**config.mk**
```make
export PLATFORM = sky130hd
export DESIGN_NAME = scr1_tcm_ctrl_flat
export DESIGN_NICKNAME = d
export VERILOG_FILES = /design/src/rtl/scr1_tcm_pkg.sv /design/src/rtl/scr1_tcm_if.sv /design/src/rtl/scr1_tcm_portb_arb.sv /design/src/rtl/scr1_tcm_ctrl.sv /design/src/flat_wrapper.sv
export SDC_FILE = /design/constraint.sdc
export NUM_CORES = 1
export LEC_CHECK = 0
export BUFFER_PORTS_ARGS = -buffer_cell sky130_fd_sc_hd__buf_2
export CAP_MARGIN = 10
export CORE_AREA = 10 10 134 136
export DETAILED_ROUTE_END_ITERATION = 7
export DIE_AREA = 0 0 144 146
export PLACE_DENSITY_LB_ADDON = 0.12
export SETUP_SLACK_MARGIN = 0.5
export SLEW_MARGIN = 20
export SYNTH_ARGS = -nofsm -noshare
export SYNTH_HDL_FRONTEND = slang
export SYNTH_HIERARCHICAL = 1
export SYNTH_SLANG_ARGS = --single-unit
```
**constraint.sdc**
```tcl
create_clock -name clk -period 1.85 [get_ports clk]
set_input_delay 0.2775 -clock clk [delete_from_list [all_inputs] [get_ports clk]]
set_output_delay 0.2775 -clock clk [all_outputs]
set_load 0.01 [all_outputs]
```
**src/rtl/scr1_tcm_pkg.sv**
```systemverilog
// Shared types and helpers for the TCM controller: response codes, LSU command
// and width encodings, and the lane/alignment helpers used on port B.
package scr1_tcm_pkg;

    typedef enum logic [1:0] {
        TCM_RESP_IDLE = 2'b00,
        TCM_RESP_RDY  = 2'b01,
        TCM_RESP_ER   = 2'b10
    } tcm_resp_e;

    typedef enum logic {
        TCM_CMD_RD = 1'b0,
        TCM_CMD_WR = 1'b1
    } tcm_cmd_e;

    typedef enum logic [1:0] {
        TCM_WIDTH_BYTE  = 2'd0,
        TCM_WIDTH_HWORD = 2'd1,
        TCM_WIDTH_WORD  = 2'd2
    } tcm_width_e;

    // Width code 3 is not a legal access and is treated as misaligned.
    function automatic logic tcm_misaligned(input logic [1:0] width, input logic [1:0] off);
        logic mis;
        case (width)
            TCM_WIDTH_BYTE:  mis = 1'b0;
            TCM_WIDTH_HWORD: mis = off[0];
            TCM_WIDTH_WORD:  mis = (off != 2'b00);
            default:         mis = 1'b1;
        endcase
        return mis;
    endfunction

    function automatic logic [3:0] tcm_be(input logic [1:0] width, input logic [1:0] off);
        logic [3:0] be;
        case (width)
            TCM_WIDTH_BYTE:  be = 4'b0001 << off;
            TCM_WIDTH_HWORD: be = 4'b0011 << off;
            default:         be = 4'b1111;
        endcase
        return be;
    endfunction

    // Replicating the right-aligned data lets the byte enables alone pick the lane.
    function automatic logic [31:0] tcm_repl(input logic [1:0] width, input logic [31:0] wdata);
        logic [31:0] d;
        case (width)
            TCM_WIDTH_BYTE:  d = {4{wdata[7:0]}};
            TCM_WIDTH_HWORD: d = {2{wdata[15:0]}};
            default:         d = wdata;
        endcase
        return d;
    endfunction

    // Right-align the addressed lanes and zero-extend; sign extension is left to the LSU.
    function automatic logic [31:0] tcm_align_rdata(input logic [1:0] width, input logic [1:0] off,
                                                    input logic [31:0] q);
        logic [31:0] s;
        logic [31:0] d;
        s = q >> {off, 3'b000};
        case (width)
            TCM_WIDTH_BYTE:  d = {24'h000000, s[7:0]};
            TCM_WIDTH_HWORD: d = {16'h0000, s[15:0]};
            default:         d = s;
        endcase
        return d;
    endfunction

endpackage

```
**src/rtl/scr1_tcm_if.sv**
```systemverilog
// Core-side request/response bundle of the TCM controller: instruction fetch,
// LSU and system/debug initiators. master = requesters, slave = controller.
interface scr1_tcm_if #(
    parameter int AW = 16
);
    logic          imem_req;
    logic          imem_req_ack;
    logic [AW-1:0] imem_addr;
    logic [31:0]   imem_rdata;
    logic [1:0]    imem_resp;

    logic          dmem_req;
    logic          dmem_cmd;
    logic [1:0]    dmem_width;
    logic [AW-1:0] dmem_addr;
    logic [31:0]   dmem_wdata;
    logic          dmem_req_ack;
    logic [31:0]   dmem_rdata;
    logic [1:0]    dmem_resp;

    logic          sys_req;
    logic          sys_cmd;
    logic [3:0]    sys_be;
    logic [AW-1:0] sys_addr;
    logic [31:0]   sys_wdata;
    logic          sys_req_ack;
    logic [31:0]   sys_rdata;
    logic [1:0]    sys_resp;

    modport master (
        output imem_req, imem_addr,
        input  imem_req_ack, imem_rdata, imem_resp,
        output dmem_req, dmem_cmd, dmem_width, dmem_addr, dmem_wdata,
        input  dmem_req_ack, dmem_rdata, dmem_resp,
        output sys_req, sys_cmd, sys_be, sys_addr, sys_wdata,
        input  sys_req_ack, sys_rdata, sys_resp
    );

    modport slave (
        input  imem_req, imem_addr,
        output imem_req_ack, imem_rdata, imem_resp,
        input  dmem_req, dmem_cmd, dmem_width, dmem_addr, dmem_wdata,
        output dmem_req_ack, dmem_rdata, dmem_resp,
        input  sys_req, sys_cmd, sys_be, sys_addr, sys_wdata,
        output sys_req_ack, sys_rdata, sys_resp
    );
endinterface

```
**src/rtl/scr1_tcm_portb_arb.sv**
```systemverilog
// Port B arbiter between the LSU (dmem) and the system initiator (sys).
// Build option SCR1_TCM_ARB_RR_EN: two-way round-robin with a last-grant bit;
// otherwise fixed priority dmem > sys with no state.
module scr1_tcm_portb_arb (
`ifdef SCR1_TCM_ARB_RR_EN
    input  logic clk,
    input  logic rst_n,
`endif
    input  logic dmem_req,
    input  logic sys_req,
    output logic grant_dmem,
    output logic grant_sys
);

`ifdef SCR1_TCM_ARB_RR_EN
    logic last_dmem;

    // On a tie, hand the port to whichever side did not get it last time.
    always_comb begin
        grant_dmem = dmem_req && (!sys_req || !last_dmem);
        grant_sys  = sys_req && !grant_dmem;
    end

    // Last-grant pointer; resets to "sys last" so dmem wins the first tie.
    always_ff @(posedge clk or negedge rst_n) begin
        if (!rst_n) begin
            last_dmem <= 1'b0;
        end else if (grant_dmem || grant_sys) begin
            last_dmem <= grant_dmem;
        end
    end
`else
    // Fixed priority: the LSU always beats the system initiator.
    always_comb begin
        grant_dmem = dmem_req;
        grant_sys  = sys_req && !dmem_req;
    end
`endif

endmodule

```
**src/rtl/scr1_tcm_ctrl.sv**
```systemverilog
// TCM controller in front of a dual-port byte-enabled synchronous RAM.
// Port A serves instruction fetch; port B is shared by the LSU and the system
// initiator. Responses are single-cycle registered pulses one cycle after accept.
// Build option SCR1_TCM_ARB_RR_EN selects round-robin port B arbitration.
module scr1_tcm_ctrl
    import scr1_tcm_pkg::*;
#(
    parameter int SCR1_TCM_AW = 16,
    parameter int SCR1_TCM_DW = 32
) (
    input  logic                   clk,
    input  logic                   rst_n,
    scr1_tcm_if.slave              bus,
    output logic                   mem_rena,
    output logic [SCR1_TCM_AW-1:0] mem_addra,
    input  logic [SCR1_TCM_DW-1:0] mem_qa,
    output logic                   mem_renb,
    output logic                   mem_wenb,
    output logic [3:0]             mem_webb,
    output logic [SCR1_TCM_AW-1:0] mem_addrb,
    output logic [SCR1_TCM_DW-1:0] mem_datab,
    input  logic [SCR1_TCM_DW-1:0] mem_qb
);

    logic       imem_ok;
    logic       dmem_mis;
    logic       grant_dmem;
    logic       grant_sys;

    tcm_resp_e  imem_resp_q;
    tcm_resp_e  dmem_resp_q;
    tcm_resp_e  sys_resp_q;
    logic       dmem_rd_q;
    logic       sys_rd_q;
    logic [1:0] dmem_off_q;
    logic [1:0] dmem_width_q;

    scr1_tcm_portb_arb u_arb (
`ifdef SCR1_TCM_ARB_RR_EN
        .clk        (clk),
        .rst_n      (rst_n),
`endif
        .dmem_req   (bus.dmem_req),
        .sys_req    (bus.sys_req),
        .grant_dmem (grant_dmem),
        .grant_sys  (grant_sys)
    );

    // Port A: fetch is always accepted; only word-aligned fetches touch the RAM.
    always_comb begin
        bus.imem_req_ack = bus.imem_req;
        imem_ok          = bus.imem_req && (bus.imem_addr[1:0] == 2'b00);
        mem_rena         = imem_ok;
        mem_addra        = bus.imem_addr;
        dmem_mis         = tcm_misaligned(bus.dmem_width, bus.dmem_addr[1:0]);
        bus.dmem_req_ack = grant_dmem;
        bus.sys_req_ack  = grant_sys;
    end

    // Port B command mux: the granted initiator drives the RAM unless the access is dropped.
    always_comb begin
        mem_renb  = 1'b0;
        mem_wenb  = 1'b0;
        mem_webb  = 4'b0000;
        mem_addrb = '0;
        mem_datab = '0;
        if (grant_dmem) begin
            mem_addrb = bus.dmem_addr;
            mem_datab = tcm_repl(bus.dmem_width, bus.dmem_wdata);
            if (!dmem_mis) begin
                if (bus.dmem_cmd == TCM_CMD_WR) begin
                    mem_wenb = 1'b1;
                    mem_webb = tcm_be(bus.dmem_width, bus.dmem_addr[1:0]);
                end else begin
                    mem_renb = 1'b1;
                end
            end
        end else if (grant_sys) begin
            mem_addrb = bus.sys_addr;
            mem_datab = bus.sys_wdata;
            if (bus.sys_be != 4'b0000) begin
                if (bus.sys_cmd == TCM_CMD_WR) begin
                    mem_wenb = 1'b1;
                    mem_webb = bus.sys_be;
                end else begin
                    mem_renb = 1'b1;
                end
            end
        end
    end

    // Response sequencing: capture the outcome and read-alignment info at acceptance.
    always_ff @(posedge clk or negedge rst_n) begin
        if (!rst_n) begin
            imem_resp_q  <= TCM_RESP_IDLE;
            dmem_resp_q  <= TCM_RESP_IDLE;
            sys_resp_q   <= TCM_RESP_IDLE;
            dmem_rd_q    <= 1'b0;
            sys_rd_q     <= 1'b0;
            dmem_off_q   <= 2'b00;
            dmem_width_q <= 2'b00;
        end else begin
            imem_resp_q <= !bus.imem_req ? TCM_RESP_IDLE :
                           imem_ok       ? TCM_RESP_RDY  : TCM_RESP_ER;
            dmem_resp_q <= !grant_dmem   ? TCM_RESP_IDLE :
                           dmem_mis      ? TCM_RESP_ER   : TCM_RESP_RDY;
            sys_resp_q  <= grant_sys     ? TCM_RESP_RDY  : TCM_RESP_IDLE;
            dmem_rd_q   <= grant_dmem && !dmem_mis && (bus.dmem_cmd == TCM_CMD_RD);
            sys_rd_q    <= grant_sys && (bus.sys_be != 4'b0000) && (bus.sys_cmd == TCM_CMD_RD);
            if (grant_dmem) begin
                dmem_off_q   <= bus.dmem_addr[1:0];
                dmem_width_q <= bus.dmem_width;
            end
        end
    end

    // Read data is forced to zero unless the response is RDY for a read that reached the RAM.
    always_comb begin
        bus.imem_resp  = imem_resp_q;
        bus.dmem_resp  = dmem_resp_q;
        bus.sys_resp   = sys_resp_q;
        bus.imem_rdata = (imem_resp_q == TCM_RESP_RDY) ? mem_qa : 32'h0;
        bus.dmem_rdata = ((dmem_resp_q == TCM_RESP_RDY) && dmem_rd_q)
                         ? tcm_align_rdata(dmem_width_q, dmem_off_q, mem_qb) : 32'h0;
        bus.sys_rdata  = ((sys_resp_q == TCM_RESP_RDY) && sys_rd_q) ? mem_qb : 32'h0;
    end

endmodule

```
**src/flat_wrapper.sv**
```systemverilog
// flat-port wrapper written by rule: the top's interface ports become plain ports
module scr1_tcm_ctrl_flat import scr1_tcm_pkg::*;
#(
    parameter int SCR1_TCM_AW = 16,
    parameter int SCR1_TCM_DW = 32
)
  (clk, rst_n, mem_rena, mem_addra, mem_qa, mem_renb, mem_wenb, mem_webb, mem_addrb, mem_datab, mem_qb, bus_imem_req, bus_imem_addr, bus_imem_req_ack, bus_imem_rdata, bus_imem_resp, bus_dmem_req, bus_dmem_cmd, bus_dmem_width, bus_dmem_addr, bus_dmem_wdata, bus_dmem_req_ack, bus_dmem_rdata, bus_dmem_resp, bus_sys_req, bus_sys_cmd, bus_sys_be, bus_sys_addr, bus_sys_wdata, bus_sys_req_ack, bus_sys_rdata, bus_sys_resp);
  scr1_tcm_if #(.AW((16))) bus_i ();
  input  logic clk;
  input  logic rst_n;
  output logic mem_rena;
  output logic [SCR1_TCM_AW-1:0] mem_addra;
  input  logic [SCR1_TCM_DW-1:0] mem_qa;
  output logic mem_renb;
  output logic mem_wenb;
  output logic [3:0] mem_webb;
  output logic [SCR1_TCM_AW-1:0] mem_addrb;
  output logic [SCR1_TCM_DW-1:0] mem_datab;
  input  logic [SCR1_TCM_DW-1:0] mem_qb;
  input wire logic [$bits(bus_i.imem_req)-1:0] bus_imem_req;
  input wire logic [$bits(bus_i.imem_addr)-1:0] bus_imem_addr;
  output wire logic [$bits(bus_i.imem_req_ack)-1:0] bus_imem_req_ack;
  output wire logic [$bits(bus_i.imem_rdata)-1:0] bus_imem_rdata;
  output wire logic [$bits(bus_i.imem_resp)-1:0] bus_imem_resp;
  input wire logic [$bits(bus_i.dmem_req)-1:0] bus_dmem_req;
  input wire logic [$bits(bus_i.dmem_cmd)-1:0] bus_dmem_cmd;
  input wire logic [$bits(bus_i.dmem_width)-1:0] bus_dmem_width;
  input wire logic [$bits(bus_i.dmem_addr)-1:0] bus_dmem_addr;
  input wire logic [$bits(bus_i.dmem_wdata)-1:0] bus_dmem_wdata;
  output wire logic [$bits(bus_i.dmem_req_ack)-1:0] bus_dmem_req_ack;
  output wire logic [$bits(bus_i.dmem_rdata)-1:0] bus_dmem_rdata;
  output wire logic [$bits(bus_i.dmem_resp)-1:0] bus_dmem_resp;
  input wire logic [$bits(bus_i.sys_req)-1:0] bus_sys_req;
  input wire logic [$bits(bus_i.sys_cmd)-1:0] bus_sys_cmd;
  input wire logic [$bits(bus_i.sys_be)-1:0] bus_sys_be;
  input wire logic [$bits(bus_i.sys_addr)-1:0] bus_sys_addr;
  input wire logic [$bits(bus_i.sys_wdata)-1:0] bus_sys_wdata;
  output wire logic [$bits(bus_i.sys_req_ack)-1:0] bus_sys_req_ack;
  output wire logic [$bits(bus_i.sys_rdata)-1:0] bus_sys_rdata;
  output wire logic [$bits(bus_i.sys_resp)-1:0] bus_sys_resp;
  assign bus_i.imem_req = bus_imem_req;
  assign bus_i.imem_addr = bus_imem_addr;
  assign bus_imem_req_ack = bus_i.imem_req_ack;
  assign bus_imem_rdata = bus_i.imem_rdata;
  assign bus_imem_resp = bus_i.imem_resp;
  assign bus_i.dmem_req = bus_dmem_req;
  assign bus_i.dmem_cmd = bus_dmem_cmd;
  assign bus_i.dmem_width = bus_dmem_width;
  assign bus_i.dmem_addr = bus_dmem_addr;
  assign bus_i.dmem_wdata = bus_dmem_wdata;
  assign bus_dmem_req_ack = bus_i.dmem_req_ack;
  assign bus_dmem_rdata = bus_i.dmem_rdata;
  assign bus_dmem_resp = bus_i.dmem_resp;
  assign bus_i.sys_req = bus_sys_req;
  assign bus_i.sys_cmd = bus_sys_cmd;
  assign bus_i.sys_be = bus_sys_be;
  assign bus_i.sys_addr = bus_sys_addr;
  assign bus_i.sys_wdata = bus_sys_wdata;
  assign bus_sys_req_ack = bus_i.sys_req_ack;
  assign bus_sys_rdata = bus_i.sys_rdata;
  assign bus_sys_resp = bus_i.sys_resp;
  scr1_tcm_ctrl #(.SCR1_TCM_AW(SCR1_TCM_AW), .SCR1_TCM_DW(SCR1_TCM_DW)) u_core (.clk(clk), .rst_n(rst_n), .bus(bus_i), .mem_rena(mem_rena), .mem_addra(mem_addra), .mem_qa(mem_qa), .mem_renb(mem_renb), .mem_wenb(mem_wenb), .mem_webb(mem_webb), .mem_addrb(mem_addrb), .mem_datab(mem_datab), .mem_qb(mem_qb));
endmodule
```
======== Word-level counts from Yosys, hierarchy flattened ========
Cells that the tools add are included.
word-level totals
  flip-flop bits (word level) ............. 12
  latch bits .............................. 0
  RAM bits ................................ 0
  memory bits (read-only) ................. 0
  output and inout port bits .............. 176
  logic and storage cells ................. 67
  memories kept ........................... 0
cells by class
  $add $sub $neg .......................... 0
  $mul .................................... 0
  div/mod/pow operators ................... 0
  $lt $le $gt $ge ......................... 0
  eq/ne operators ......................... 6
  shift operators ......................... 3
  muxes and demuxes ....................... 34
  bitwise logic cells ..................... 2
  reductions and logical operators ........ 15
operator list
  kind                                             number
  two-way mux 32 bit                               5
  one-hot mux 32 bit (2 select lines)              2
  two-way mux 16 bit                               2
  right shift 32 x 5 -> 32 bit                     1
  two-way mux 4 bit                                6
  two-way mux 1 bit                                13
  == test 2 x 1 -> 1 bit, second input constant    5
  logical AND 1 bit                                8
  two-way mux 2 bit                                4
  one-hot mux 4 bit (2 select lines)               1
  logical NOT 2 bit                                3
  nonzero test 4 bit                               1
  << shifter 1 x 2 -> 4 bit, first input constant  1
  << shifter 2 x 2 -> 4 bit, first input constant  1
  one-hot mux 1 bit (3 select lines)               1
  == test 2 bit, second input constant             1
  logical NOT 1 bit                                2
  NOT 1 bit                                        2
  nonzero test 2 bit                               1

======== Longest topological paths before layout ========
Gate-level depths: netlist of the first run.
  depth after elaboration ................. 5
  depth in mapped cells ................... 6
  gate-level depth less buffers ........... 4

======== Cells and area by module ========
Netlist of the first run, hierarchy kept.
by module, submodules not included
  module              instances  cells an instance  area each (µm²)
  scr1_tcm_ctrl       1          354                2656.3
  scr1_tcm_portb_arb  1          2                  21.3

======== Least setup slack after synthesis of the first run ========
No wires, ideal clock.
  kind .................................... reg-to-output
  from .................................... register u_core.dmem_resp_q[1] (netlist: u_core/bus.dmem_resp[1])
  to ...................................... output port bus_dmem_rdata[16]
  arrival time ............................ 1.254 ns
  data required time ...................... 1.572 ns
  setup slack ............................. 0.319 ns
  stages on the path, launching flop included .. 5
  buffers on the path ..................... 1
  cells stage by stage .................... dfrtp_1 -> nand3b_4 -> or3b_1 -> buf_2 -> nor2_1
between the ends
  cells in the longest elaborated chain, start to end .. 3
ends and longest elaborated chain
  what                    line                  source
  start, declared         scr1_tcm_ctrl.sv:31   tcm_resp_e dmem_resp_q;
  start signal, assigned  scr1_tcm_ctrl.sv:105  dmem_resp_q <= !grant_dmem ? TCM_RESP_IDLE :
  == test 2 x 1 -> 1 bit  scr1_tcm_ctrl.sv:123  bus.dmem_rdata = ((dmem_resp_q == TCM_RESP_RDY) && dmem_rd_q)
  logical AND 1 bit       scr1_tcm_ctrl.sv:123
  two-way mux 32 bit      scr1_tcm_ctrl.sv:124  ? tcm_align_rdata(dmem_width_q, dmem_off_q, mem_qb) : 32'h0;
  end, declared           flat_wrapper.sv:31    output wire logic [$bits(bus_i.dmem_rdata)-1:0] bus_dmem_rdata;
Every way passes these cells.

======== Worst setup path in the final report of the first run ========
  from .................................... register u_core.dmem_resp_q[1] (netlist: u_core/bus.dmem_resp[1])
  to ...................................... output port bus_dmem_rdata[20]
The elaborated chain is that of the path after synthesis.

==> results of run 1 <==
==> metal layers <==
layer,track usage (%),vias up
met1,16.53,1948
met3,4.406,29
met2,30.31,222
li1,-,1972
met5,0,-
met4,5.567,0
==> flip-flops by register name, summed over array words and instances, names as in the netlist <==
| signal | cells |
|---|---|
| u_core/bus.dmem_resp | 2 |
| u_core/bus.imem_resp | 2 |
| u_core/dmem_rd_q | 1 |
| u_core/bus.sys_resp | 1 |
| u_core/sys_rd_q | 1 |
| u_core/dmem_width_q | 2 |
| u_core/dmem_off_q | 2 |
==> cell families (layout without fill, tap and decap cells) <==
kind of cell           after synthesis  after routing  synth area share, %
AO/OA/AOI/OAI                       93             93                25.94
XOR/XNOR                             1              1               0.3272
buffers and inverters               60            406                14.02
flip-flops                          11             11                10.28
multiplexers                        44             44                16.64
other                                1              1               0.1401
AND/OR/NAND/NOR                    146            146                32.66
==> worst register-to-register path, stage by stage (launching register included) <==
cell	delay, ps
dfrtp_2	500
buf_16	190
buf_4	130
mux2_2	250
==> timing repair <==
| action | 4_1_cts | 5_1_grt |
|---|---|---|
| pin swaps | 107 | 28 |
| hold buffers | 1 | 0 |
| setup endpoints to repair | 150 | 151 |
| gates cloned | 13 | 3 |
| endpoints found under the hold margin | 11 | 0 |
| gates resized for setup | 251 | 98 |
| setup buffers | 23 | 3 |
==> synthesized netlist by cell type (all sizes together) <==
| cell type | count |
|---|---|
| and2 | 48 |
| buf | 46 |
| mux2i | 40 |
| a22o | 32 |
| and3 | 32 |
| o21ai | 28 |
| nand2 | 27 |
| a211oi | 16 |
| nor2 | 13 |
| nor2b | 12 |
| clkbuf | 11 |
| dfrtp | 11 |
| o2bb2ai | 9 |
| mux2 | 4 |
| nand3 | 4 |
| inv | 3 |
| nor3b | 3 |
| a21oi | 2 |
| nor4b | 2 |
| or3b | 2 |
| a2111oi | 1 |
| a311oi | 1 |
| a31o | 1 |
| conb | 1 |
| nand3b | 1 |
| nor4 | 1 |
| nor4bb | 1 |
| o21a | 1 |
| o22ai | 1 |
| o31ai | 1 |
| xor2 | 1 |
==> metrics by stage <==
stage | cell area [um^2] | setup TNS (ps) | power [mW]
2_1_floorplan | 2848 | 0 | 0.7878
3_3_place_gp | 4573 | 0 | 1.186
3_5_place_dp | 4573 | 0 | 1.187
4_1_cts | 6248 | -64.37 | 1.922
5_1_grt | 6787 | -459.3 | 2.129
6_report | 6787 | -4.870 | 2.009
==> worst min-delay path by stage <==
stage                         endpoint  depth (start not counted)             start  slack, ps
5_1_grt        u_core/bus.imem_resp[0]                          2  bus_imem_addr[0]        230
3_3_place_gp      u_core/dmem_off_q[0]                          1             rst_n        170
6_report       u_core/bus.imem_resp[0]                          2  bus_imem_addr[0]        230
3_5_place_dp      u_core/dmem_off_q[0]                          1             rst_n        170
2_1_floorplan  u_core/bus.dmem_resp[0]                          0             rst_n        -20
4_1_cts        u_core/bus.imem_resp[0]                          2  bus_imem_addr[0]        230
==> power breakdown <==
part | switching, mW | total, mW | internal (mW)
registers | 0.0269 | 0.286 | 0.259
clock network | 0.112 | 0.398 | 0.287
logic | 0.625 | 1.33 | 0.700
==> cells in the final DEF, fill, tap and decap left out, drive strengths merged, types with 2 or more instances in the layout <==
cell,instances
nand2,27
o21ai,28
o2bb2ai,9
a211oi,16
dfrtp,11
a22o,32
nor3b,3
a21oi,2
mux2i,40
clkbuf,6
or3b,2
mux2,4
nand3,4
and3,32
buf,395
nor2,13
nor2b,12
inv,3
nor4b,2
and2,48
==> area by class of cell <==
type / instances / area [um^2] / area share [%]
timing repair buffer: 399 / 3297 / 48.58
clock inverter: 1 / 5.005 / 0.07375
tap: 192 / 240.2 / 3.540
clock buffer: 3 / 75.07 / 1.106
sequential: 11 / 279.0 / 4.111
inverter: 3 / 13.76 / 0.2028
multi-input combinational: 285 / 2877 / 42.39
==> metrics.csv, run 1 <==
metric,value,unit
cells on worst reg2reg path,3,
routed wire length per instance,21.29,um
# rows,46,
largest net degree at the start of global routing,34,
Max Clk Rate,539.3,MHz
Buffers on Ports,335,
"delay-heaviest family, CP",simple AND/OR/NAND/NOR gates,
fin cells,894,
Critical Setup Path Class,reg -> out,
clk root buf,clkbuf_16,
First DRT Iteration DRCs,91,
CP Data Arrival Time,1580,ps
Mapped Nets,545,
clk sink count,11,
Tmin final,1854,ps
setup ws final,-4.249,ps
max-cap violations,0,
via count,4171,
reg-to-reg endpoint,u_core/dmem_off_q[1],
fraction of layout cells with a size suffix above 1,82.76,%
Setup crit start,u_core/bus.dmem_resp[1],
synthesis-to-finish area growth,153.5,%
TritonRoute pass-1 iters,4,
RSZ-0062 raised after global routing,yes,
post-synthesis register bit count,11,
Mapped Area,2678,um^2
routed wl met3,1.748,mm
WP buf/inv,1,
Syn Inst Count,356,
pre-CTS setup slack,134.8,ps
crit-path max cell delay,540,ps
clock slew at reported path FFs,40,ps
die height,146,um
Initial Util,17.29,%
fin. max-slew vios,0,
Final Hold Vio Count,0,
vias in the first global route,4616,
Final Hold Slack,230.8,ps
VDD IR max,218.1,uV
CP Data Required Time,1570,ps
final setup skew,0,ps
YS warnings,6,
worst-skew pair later-pin latency,240,ps
power density over the cells,296.1,nW/um^2
dpl cells,847,
chip width,144,um
"Seq/Total Area, Yosys",10.28,%
initial antenna violation count,0,
crit-path max FO,8,
uppermost layer routed,met4,
Lkg Pwr,3.381,nW
total track usage,16.16,%
vias per inst,4.666,
post-route ant nets,0,
first-pass GRT wire length,26.81,mm
dpl hpwl,14.10,mm
# diodes,0,
nets@finish,892,
final period utilization,100.2,%
CP Depth,4,
CTS Buf Count,3,
H-tree depth,1,
Crit. End Element,output port,
die area,21020,um^2
Core ar.,15480,um^2
end of the critical path,bus_dmem_rdata[20],
Layout Utilization,43.83,%
"top cells by area, synth","mux2i_1 (15%), and2_1 (11%), a22o_1 (10%)",
Worst Setup Start Kind,register,
worst hold path class,in -> reg,
status,finished with violations,
R2R Path Start,u_core/dmem_off_q[1],
failing checks,setup timing,
drt total wl,19.03,mm
GRT overflow,0,
global placer's final weighted congestion,0.8194,
"Setup violations, final",2,
worst reg2reg setup slack,650,ps
"Cell Chain, Critical Path","nand3b_4, or3b_4, nor2_4, buf_6",
metal1 wirelength,6.660,mm
CTS max path bufs,2,
DRC errors left,0,
met2 WL,10.10,mm
Synth top area share,14.95,%
IO Pins,365,
Synth Area per Inst,7.521,um^2
fillers,1528,
"area leader, netlist",mux2i_1,
TritonCTS clock tree,done,
Yosys cell types,39,
Crit-path slowest cell,or3b_4,
(Power assumes the default switching activity.)
==> run 2, diff against run 1 <==
--- a/config.mk
+++ b/config.mk
@@ -8,7 +8,10 @@
 export BUFFER_PORTS_ARGS = -buffer_cell sky130_fd_sc_hd__buf_2
 export CAP_MARGIN = 10
-export CORE_AREA = 10 10 134 136
+export CELL_PAD_IN_SITES_DETAIL_PLACEMENT = 2
+export CELL_PAD_IN_SITES_GLOBAL_PLACEMENT = 2
+export CORE_MARGIN = 10
+export CORE_UTILIZATION = 13
 export DETAILED_ROUTE_END_ITERATION = 7
-export DIE_AREA = 0 0 144 146
+export GPL_ROUTABILITY_DRIVEN = 0
 export PLACE_DENSITY_LB_ADDON = 0.12
 export SETUP_SLACK_MARGIN = 0.5
==> constraint.sdc (replaced) <==
create_clock -name clk -period 1.85 [get_ports clk]
set_input_delay 0.555 -clock clk [delete_from_list [all_inputs] [get_ports clk]]
set_output_delay 0.555 -clock clk [all_outputs]
set_load 0.01 [all_outputs]
==> metrics.csv, run 2 (synthesized netlist as in run 1, its figures left out) <==
metric,value,unit,change
status,finished with violations,,
failing checks,setup timing,,
Buffers on Ports,335,,unchanged
"commonest non-fill, non-tap cells in the layout","buf_2 (207), buf_6 (144), buf_4 (55)",,
Tmin final,2178,ps,+324.0 ps
vias in the first global route,5307,,+15%
total track usage,17.26,%,+1.1 points
Crit-path slowest cell,a22o_1,,
Final Hold Vio Count,0,,unchanged
GRT overflow,0,,unchanged
Lkg Pwr,3.721,nW,+10%
FF/Latch Area,280.3,um^2,+0.45%
first-pass GRT wire length,35.34,mm,+32%
power density over the cells,295.7,nW/um^2,-0.11%
final setup skew,0,ps,unchanged
dpl cell area,5264,um^2,+15%
"delay-heaviest family, CP",buffers and inverters,,
CP Data Arrival Time,1620,ps,+40 ps
Critical Setup Path Class,in -> out,,
routed wire length per instance,24.34,um,+14%
WP buf/inv,5,,+4
Max Clk Rate,459.1,MHz,-15%
"Setup violations, final",140,,+138
Design Power,2.245,mW,+12%
CTS Buf Count,3,,unchanged
clock slew at reported path FFs,40,ps,about the same
IO Pins,365,,unchanged
H-tree depth,1,,unchanged
dpl hpwl,18.58,mm,+32%
VDD IR max,277.6,uV,+27%
Core ar.,20230,um^2,+31%
vias per inst,4.360,,-6.5%
final period utilization,117.7,%,+18 points
DRC errors left,0,,unchanged
multi-input logic area,2919,um^2,+1.5%
CTS max path bufs,2,,unchanged
die area,26740,um^2,+27%
Final Hold Slack,184.9,ps,-45.92 ps
synthesis-to-finish area growth,183.5,%,
largest net degree at the start of global routing,34,,unchanged
initial antenna violation count,5,,+5
worst-skew pair later-pin latency,240,ps,about the same
Initial Util,13.23,%,-4.1 points
"most common cell after layout, fill and taps aside",buf_2,,
Finished Cell Area,7591,um^2,+12%
via count,4456,,+6.8%
worst hold path class,in -> async,,
chip width,163.5,um,+14%
# rows,52,,+13%
clk sink count,11,,unchanged
hold_buf cts,0,,-1
First DRT Iteration DRCs,73,,-20%
fraction of layout cells with a size suffix above 1,84.63,%,+1.9 points
"Cell Chain, Critical Path","buf_6, nor2b_4, nor2b_4, buf_12, buf_12, buf_16, a22o_1, buf_2",,
RSZ-0062 raised after global routing,yes,,
clk root buf,clkbuf_16,,
post-route ant nets,0,,unchanged
Worst Setup Start Kind,primary input,,
CP Data Required Time,1290,ps,-280 ps
crit-path max FO,7,,-1
fillers,2189,,+43%
setup ws final,-328.3,ps,-324.0 ps
fin. max-slew vios,0,,unchanged
TritonRoute pass-1 iters,4,,unchanged
nets@finish,938,,+5.2%
crit-path max cell delay,190,ps,-350 ps
Crit. End Element,output port,,
max-cap violations,0,,unchanged
die height,163.5,um,+12%
drt total wl,24.88,mm,+31%
TritonCTS clock tree,done,,
-- run 2: path summary, 6_finish.rpt --
path / end / startpoint / cells after the start / slack [ps]
worst max register to register: u_core/dmem_off_q[1] / u_core/dmem_off_q[1] / 2 / 810
worst min register to register: u_core/dmem_width_q[0] / u_core/dmem_width_q[0] / 1 / 510
worst max-delay path: mem_addrb[2] / bus_sys_req / 8 / -330
min in group clk: u_core/dmem_width_q[0] / u_core/dmem_width_q[0] / 1 / 510
max in group asynchronous: u_core/bus.sys_resp[0] / rst_n / 1 / 1430
worst min-delay path: u_core/sys_rd_q / rst_n / 1 / 180
-- run 2: report_power, final --
group / internal (mW) / leakage, nW / switching [mW]
sequential: 0.260 / 0.136 / 0.0257
clock: 0.289 / 0.0382 / 0.102
combinational: 0.854 / 3.55 / 0.714
total: 1.40 / 3.72 / 0.842
-- run 2: cell type report --
cell class,count,share of cell area [%]
clock buffer,4,1.038
antenna,4,0.1319
tap,270,4.450
multi-input combinational,285,38.45
inverter,3,0.1483
timing repair buffer,445,52.09
sequential,11,3.692
-- run 2: worst reg2reg max path: stages, from the launching register on --
cell     delay, ps
dfrtp_2        490
buf_4          180
mux2_2         250
-- run 2: stage by stage --
stage	util (%)	worst slack (ps)	setup TNS, ps	std cells
floorplan	-	-54.18	-952.6	356
global placement	26.01	-393.7	-16440	961
detailed placement	26.01	-459.9	-18050	961
CTS	35.90	-335.5	-26900	1009
global route	37.49	-394.9	-33990	1020
finish	37.52	-328.3	-26160	1022
-- run 2: timing repair --
| item | 4_1_cts | 5_1_grt |
|---|---|---|
| resized for setup | 265 | 48 |
| setup endpoints to repair | 163 | 160 |
| gates cloned | 14 | 1 |
| setup buffers | 30 | 8 |
| pin swaps | 37 | 15 |
-- run 2: metal layers --
metal / routed length, um / part of all wire [%] / GRT usage [%]
met2: 13430 / 54 / 32.38
met5: 32 / 0.13 / 0.5671
met1: 8643 / 35 / 17.20
met4: 195 / 0.78 / 3.656
met3: 2577 / 10 / 7.450
